## src/rtl/logic_gate_pipe_if.sv

```systemverilog
// Stream interface for logic_gate_pipe: input operand stream, output result
// stream and the status outputs (flags, transfer count, sticky error).
// Optional macro LOGIC_GATE_PIPE_PARITY_EN adds the out_parity signal.
interface logic_gate_pipe_if #(
  parameter int WIDTH  = 8,
  parameter int NUM_IN = 2,
  parameter int CNT_W  = 16
);
  logic                      in_valid;
  logic                      in_ready;
  logic [NUM_IN*WIDTH-1:0]   in_data;
  logic [2:0]                op;
  logic                      out_valid;
  logic                      out_ready;
  logic [WIDTH-1:0]          out_data;
  logic                      out_zero;
  logic                      out_ones;
  logic [CNT_W-1:0]          op_count;
  logic                      err;
`ifdef LOGIC_GATE_PIPE_PARITY_EN
  logic                      out_parity;

  // Source/sink side: drives operands and output backpressure
  modport master (
    output in_valid, in_data, op, out_ready,
    input  in_ready, out_valid, out_data, out_zero, out_ones, op_count, err, out_parity
  );

  // Logic unit side
  modport slave (
    input  in_valid, in_data, op, out_ready,
    output in_ready, out_valid, out_data, out_zero, out_ones, op_count, err, out_parity
  );
`else
  // Source/sink side: drives operands and output backpressure
  modport master (
    output in_valid, in_data, op, out_ready,
    input  in_ready, out_valid, out_data, out_zero, out_ones, op_count, err
  );

  // Logic unit side
  modport slave (
    input  in_valid, in_data, op, out_ready,
    output in_ready, out_valid, out_data, out_zero, out_ones, op_count, err
  );
`endif
endinterface

```

## src/rtl/logic_gate_pipe.sv

```systemverilog
// logic_gate_pipe: two-stage valid/ready pipelined bitwise logic unit over
// NUM_IN operands of WIDTH bits. Stage 1 holds operands and op, stage 2 holds
// the result plus zero/all-ones flags. Also keeps a saturating count of output
// transfers and a sticky flag for the reserved op code.
// Optional macro LOGIC_GATE_PIPE_PARITY_EN adds a registered out_parity output.
module logic_gate_pipe #(
  parameter int WIDTH  = 8,
  parameter int NUM_IN = 2,
  parameter int CNT_W  = 16
) (
  input logic               clk,
  input logic               rst,
  logic_gate_pipe_if.slave  bus
);

  localparam logic [2:0] OP_AND  = 3'b000;
  localparam logic [2:0] OP_NAND = 3'b001;
  localparam logic [2:0] OP_OR   = 3'b010;
  localparam logic [2:0] OP_NOR  = 3'b011;
  localparam logic [2:0] OP_XOR  = 3'b100;
  localparam logic [2:0] OP_XNOR = 3'b101;
  localparam logic [2:0] OP_NOT0 = 3'b110;
  localparam logic [2:0] OP_RSVD = 3'b111;

  logic                    s1Valid_q;
  logic [NUM_IN*WIDTH-1:0] s1Data_q;
  logic [2:0]              s1Op_q;
  logic                    s2Valid_q;
  logic [WIDTH-1:0]        s2Data_q;
  logic                    s2Zero_q;
  logic                    s2Ones_q;
  logic [CNT_W-1:0]        count_q;
  logic [CNT_W-1:0]        count_d;
  logic                    err_q;

  logic [WIDTH-1:0]        andAll;
  logic [WIDTH-1:0]        orAll;
  logic [WIDTH-1:0]        xorAll;
  logic [WIDTH-1:0]        result_d;

  logic                    s2Load;
  logic                    s1Load;
  logic                    inFire;
  logic                    outFire;

  // Stage 2 may take new contents when empty or when its result is leaving.
  // Stage 1 may take new contents when empty or when it can shift forward,
  // which makes in_ready combinationally depend on out_ready.
  assign s2Load  = !s2Valid_q || bus.out_ready;
  assign s1Load  = !s1Valid_q || s2Load;
  assign inFire  = bus.in_valid && s1Load;
  assign outFire = s2Valid_q && bus.out_ready;

  // Reduce all operands held in stage 1 into AND/OR/XOR words
  always_comb begin
    andAll = '1;
    orAll  = '0;
    xorAll = '0;
    for (int k = 0; k < NUM_IN; k++) begin
      andAll = andAll & s1Data_q[k*WIDTH +: WIDTH];
      orAll  = orAll  | s1Data_q[k*WIDTH +: WIDTH];
      xorAll = xorAll ^ s1Data_q[k*WIDTH +: WIDTH];
    end
  end

  // Select the result word for the stage 1 op; the reserved op yields zero
  always_comb begin
    result_d = '0;
    case (s1Op_q)
      OP_AND:  result_d = andAll;
      OP_NAND: result_d = ~andAll;
      OP_OR:   result_d = orAll;
      OP_NOR:  result_d = ~orAll;
      OP_XOR:  result_d = xorAll;
      OP_XNOR: result_d = ~xorAll;
      OP_NOT0: result_d = ~s1Data_q[WIDTH-1:0];
      OP_RSVD: result_d = '0;
      default: result_d = '0;
    endcase
  end

  // Next transfer count, held at all-ones instead of wrapping
  always_comb begin
    count_d = count_q;
    if (outFire && (count_q != '1)) begin
      count_d = count_q + CNT_W'(1);
    end
  end

  // Stage 1: capture operands and op on each accepted input transfer
  always_ff @(posedge clk or posedge rst) begin
    if (rst) begin
      s1Valid_q <= 1'b0;
      s1Data_q  <= '0;
      s1Op_q    <= '0;
    end else if (s1Load) begin
      s1Valid_q <= bus.in_valid;
      if (inFire) begin
        s1Data_q <= bus.in_data;
        s1Op_q   <= bus.op;
      end
    end
  end

  // Stage 2: register result and flags; held steady while the sink stalls
  always_ff @(posedge clk or posedge rst) begin
    if (rst) begin
      s2Valid_q <= 1'b0;
      s2Data_q  <= '0;
      s2Zero_q  <= 1'b0;
      s2Ones_q  <= 1'b0;
    end else if (s2Load) begin
      s2Valid_q <= s1Valid_q;
      if (s1Valid_q) begin
        s2Data_q <= result_d;
        s2Zero_q <= (result_d == '0);
        s2Ones_q <= (result_d == '1);
      end
    end
  end

  // Count completed output transfers
  always_ff @(posedge clk or posedge rst) begin
    if (rst) begin
      count_q <= '0;
    end else begin
      count_q <= count_d;
    end
  end

  // Remember that a reserved-op transaction was ever accepted
  always_ff @(posedge clk or posedge rst) begin
    if (rst) begin
      err_q <= 1'b0;
    end else if (inFire && (bus.op == OP_RSVD)) begin
      err_q <= 1'b1;
    end
  end

`ifdef LOGIC_GATE_PIPE_PARITY_EN
  logic s2Parity_q;

  // Parity of the result, registered alongside stage 2 data
  always_ff @(posedge clk or posedge rst) begin
    if (rst) begin
      s2Parity_q <= 1'b0;
    end else if (s2Load && s1Valid_q) begin
      s2Parity_q <= ^result_d;
    end
  end

  assign bus.out_parity = s2Parity_q;
`endif

  assign bus.in_ready  = s1Load;
  assign bus.out_valid = s2Valid_q;
  assign bus.out_data  = s2Data_q;
  assign bus.out_zero  = s2Zero_q;
  assign bus.out_ones  = s2Ones_q;
  assign bus.op_count  = count_q;
  assign bus.err       = err_q;

endmodule

```

## src/flat_wrapper.sv

```systemverilog
// flat-port wrapper written by rule: the top's interface ports become plain ports
module logic_gate_pipe_flat 
#(
  parameter int WIDTH  = 8,
  parameter int NUM_IN = 2,
  parameter int CNT_W  = 16
)
  (clk, rst, bus_in_valid, bus_in_data, bus_op, bus_out_ready, bus_in_ready, bus_out_valid, bus_out_data, bus_out_zero, bus_out_ones, bus_op_count, bus_err);
  logic_gate_pipe_if #(.WIDTH(WIDTH), .NUM_IN(NUM_IN), .CNT_W(CNT_W)) bus_i ();
  input logic clk;
  input logic rst;
  input wire logic [$bits(bus_i.in_valid)-1:0] bus_in_valid;
  input wire logic [$bits(bus_i.in_data)-1:0] bus_in_data;
  input wire logic [$bits(bus_i.op)-1:0] bus_op;
  input wire logic [$bits(bus_i.out_ready)-1:0] bus_out_ready;
  output wire logic [$bits(bus_i.in_ready)-1:0] bus_in_ready;
  output wire logic [$bits(bus_i.out_valid)-1:0] bus_out_valid;
  output wire logic [$bits(bus_i.out_data)-1:0] bus_out_data;
  output wire logic [$bits(bus_i.out_zero)-1:0] bus_out_zero;
  output wire logic [$bits(bus_i.out_ones)-1:0] bus_out_ones;
  output wire logic [$bits(bus_i.op_count)-1:0] bus_op_count;
  output wire logic [$bits(bus_i.err)-1:0] bus_err;
  assign bus_i.in_valid = bus_in_valid;
  assign bus_i.in_data = bus_in_data;
  assign bus_i.op = bus_op;
  assign bus_i.out_ready = bus_out_ready;
  assign bus_in_ready = bus_i.in_ready;
  assign bus_out_valid = bus_i.out_valid;
  assign bus_out_data = bus_i.out_data;
  assign bus_out_zero = bus_i.out_zero;
  assign bus_out_ones = bus_i.out_ones;
  assign bus_op_count = bus_i.op_count;
  assign bus_err = bus_i.err;
  logic_gate_pipe #(.WIDTH(WIDTH), .NUM_IN(NUM_IN), .CNT_W(CNT_W)) u_core (.clk(clk), .rst(rst), .bus(bus_i));
endmodule
```

## config.mk

```make
export PLATFORM = sky130hd
export DESIGN_NAME = logic_gate_pipe_flat
export DESIGN_NICKNAME = d
export VERILOG_FILES = /design/src/rtl/logic_gate_pipe_if.sv /design/src/rtl/logic_gate_pipe.sv /design/src/flat_wrapper.sv
export SDC_FILE = /design/constraint.sdc
export NUM_CORES = 1
export LEC_CHECK = 0
export CAP_MARGIN = 20
export CORE_ASPECT_RATIO = 0.8
export CORE_MARGIN = 4
export CORE_UTILIZATION = 35
export CTS_CLUSTER_DIAMETER = 60
export DETAILED_ROUTE_END_ITERATION = 6
export PLACE_DENSITY = 0.68
export SLEW_MARGIN = 5
export SYNTH_ARGS = -nofsm -noshare
export SYNTH_HDL_FRONTEND = slang
export SYNTH_SLANG_ARGS = --single-unit
```

## constraint.sdc

```tcl
create_clock -name clk -period 2.51 [get_ports clk]
set_input_delay 0.753 -clock clk [delete_from_list [all_inputs] [get_ports clk]]
set_output_delay 0.753 -clock clk [all_outputs]
set_load 0.05 [all_outputs]
```

==> impl_metrics.tcl <==
set metrics [dict create \
    clkTransAtPathRegs_ps 90 \
    synth_ff_type "dfrtp_1" \
    r2r_cells 7 \
    num_vias 2165 \
    syn_inst 270 \
    numCtsBuffers 5 \
    start_util_pct 36.6 \
    arrival_ps 1640 \
    drv_slew 0 \
    drc 0 \
    fmax_mhz 418 \
    clkLatencyLatePin_ps 300 \
    dr.pass1.iters 4 \
    die_y_um 90.3 \
    worst_slew_pin_slew_ps 512 \
    fin_area_sq_um 3700 \
    nFillCells 768 \
    worstSetupEndpointType "primary output" \
    grt_pass1_wl_um 10300 \
    async_flop_share_pct 100 \
    status "complete, no violations" \
    antenna_cells 0 \
    path_class "primary input to primary output" \
    ios 52 \
    setup_tns_ps 0 \
    holdPathEnd "u_core.bus.err" \
    cts_sinks 48 \
    grt_max_degree 30 \
    cts_tree "yes" \
    fin_skew_ps 9.43 \
    relSlewSlack_pct 65.8 \
    portBuffers 51 \
    setup_viol 0 \
    final_layout_size_suffix_gt1_share_pct 19.9 \
    dieArea_sq_um 10000 \
    reg2reg_to "u_core.bus.out_zero" \
    ctsResizeCount 0 \
    vias_per_cell 4.98 \
    fp.coreArea_sq_um 8090 \
    rows 29 \
    syn2layout_area_growth_pct 24.9 \
    worstPathRequired_ps 1760 \
    min_period_ps 2390 \
    cellPowerDensity_nw_per_um2 804 \
    rrSetupSlack_ps 360 \
    fin_nets 366 \
    cts_max_level 2 \
    ys_types 55 \
    grt_pass1_vias 2125 \
    p_leak_nw 1.62 \
    ff_latch_area_sq_um 1200 \
    cts_buffer_depth 2 \
    ant_nets 0 \
    yosysWarnings 0 \
    post_cts_buffers 0 \
    hp-start "u_core.bus.err" \
    multiInputGateArea_sq_um 1590 \
    drt_iter0_drc 109 \
    die_w_um 111 \
    rsz0062_at_grt "no" \
    whs_path_depth 1 \
    synth.net_count 310 \
    wirelength_um 6010 \
    cp-start-kind "primary input" \
    wl_per_cell_um 13.8 \
    ys_seq_area_share_pct 40.5 \
    ir_worst_vdd_mv 0.530 \
    place_area_sq_um 3610 \
    avgSynthCellArea_sq_um 11.0 \
    reg2reg_from "u_core.s1Data_q[6]" \
    grt.total_usage_pct 12.4 \
    root_buffer "clkbuf_8" \
    synth_area_sq_um 2970 \
    antenna_found_initial 0 \
    dp_hpwl_um 4690 \
    cts_hold_buf 0 \
    max_cap_violations 0 \
    gp_congestion 0.793 \
    synth-edff-count 0 \
    fin_crit_sh_pct 95.3 \
    holdCritPathClass "flip-flop to flip-flop" \
    ys_ff_latch 48 \
    grt_overflow_total 0 \
    worstPathMaxFanout 3 \
    hold_viol 0 \
]
==> logic make-up after synthesis <==
family          after synthesis  share of synthesized area, %
simple gates                 77                          15.6
flops                        48                          40.5
compound gates               37                          9.70
mux                          33                          13.0
buf+inv                      31                          5.99
xor+xnor                     27                          7.97
fa+ha+maj                    17                          7.17
==> report_power, final <==
group          internal (mW)  total (mW)  switching, mW  leakage [nW]
sequential             0.928        1.09          0.158         0.589
combinational          0.595        1.41          0.811         0.989
clock                  0.223       0.485          0.262        0.0434
==> critical path: stages <==
cell	delay, ps
clkdlybuf4s50_1	420
nand3b_1	260
buf_12	210
==> per-stage QoR <==
step	util (%)	std cells	setup slack (ps)	total power, mW	hold slack [ps]
after floorplan	-	270	185	2.09	457
after global routing	45.8	435	52.0	3.17	504
after CTS	45.8	435	102	3.01	492
final	45.8	435	117	2.98	486
after global placement	44.6	427	116	2.48	462
after detailed placement	44.6	427	103	2.52	461
==> state kept, by name, indices dropped and copies added (netlist names) <==
signal / cells
u_core.bus.op_count: 16
u_core.bus.out_data: 8
u_core.bus.out_valid: 1
u_core.bus.out_ones: 1
u_core.s1Valid_q: 1
u_core.bus.err: 1
u_core.s1Data_q: 16
u_core.bus.out_zero: 1
u_core.s1Op_q: 3
==> cell type report <==
class | instances | area share [%]
clock buffer | 6 | 2.23
clock inverter | 2 | 0.405
inverter | 18 | 1.82
multi-input combinational | 191 | 42.8
sequential | 48 | 32.4
tap | 108 | 3.65
timing repair buffer | 62 | 16.6
==> cells in the final DEF, fill, tap and decap left out, types with 6 or more instances in the layout <==
cell / synthesis / final
mux2i_1: 6 / 6
clkdlybuf4s50_1: 0 / 50
nand2_1: 22 / 22
inv_1: 18 / 17
xnor2_1: 12 / 12
ha_1: 17 / 17
buf_4: 1 / 10
o21ai_0: 9 / 9
dfrtp_1: 48 / 48
clkbuf_8: 1 / 6
xor2_1: 15 / 15
nor2_1: 7 / 7
nand3_1: 6 / 6
mux2_2: 25 / 25
nor3b_1: 6 / 6
==> cells in the mapped netlist, types with 3 or more instances <==
cell	count	area (sq um)
ha_1	17	213
mux2_2	25	282
nor3b_1	6	45.0
nand4_1	4	25.0
dfrtp_1	48	1200
xnor2_1	12	105
nor3_1	4	20.0
a221oi_1	5	43.8
or2_2	3	18.8
xor2_1	15	131
buf_6	6	67.6
inv_1	18	67.6
nor2b_1	3	18.8
nand2_1	22	82.6
clkbuf_1	3	11.3
o21ai_0	9	45.0
nand2b_1	4	25.0
nor2_1	7	26.3
mux2i_1	6	60.1
nand3_1	6	30.0
==> worst max path at each step <==
stage                         start                   to  cells after the start
2_1_floorplan  u_core.bus.out_valid  u_core.s1Data_q[10]                      4
3_3_place_gp          bus_out_ready         bus_in_ready                      3
3_5_place_dp          bus_out_ready         bus_in_ready                      3
4_1_cts               bus_out_ready         bus_in_ready                      3
5_1_grt               bus_out_ready         bus_in_ready                      3
6_report              bus_out_ready         bus_in_ready                      3
==> per-layer routing <==
metal	wire [um]	up-vias	track usage [%]
li1	-	1070	-
met1	3080	1053	17.9
met2	2660	38	19.0
met3	236	4	2.88
met4	38	0	2.67
met5	0	-	0
(Power assumes the default switching activity.)
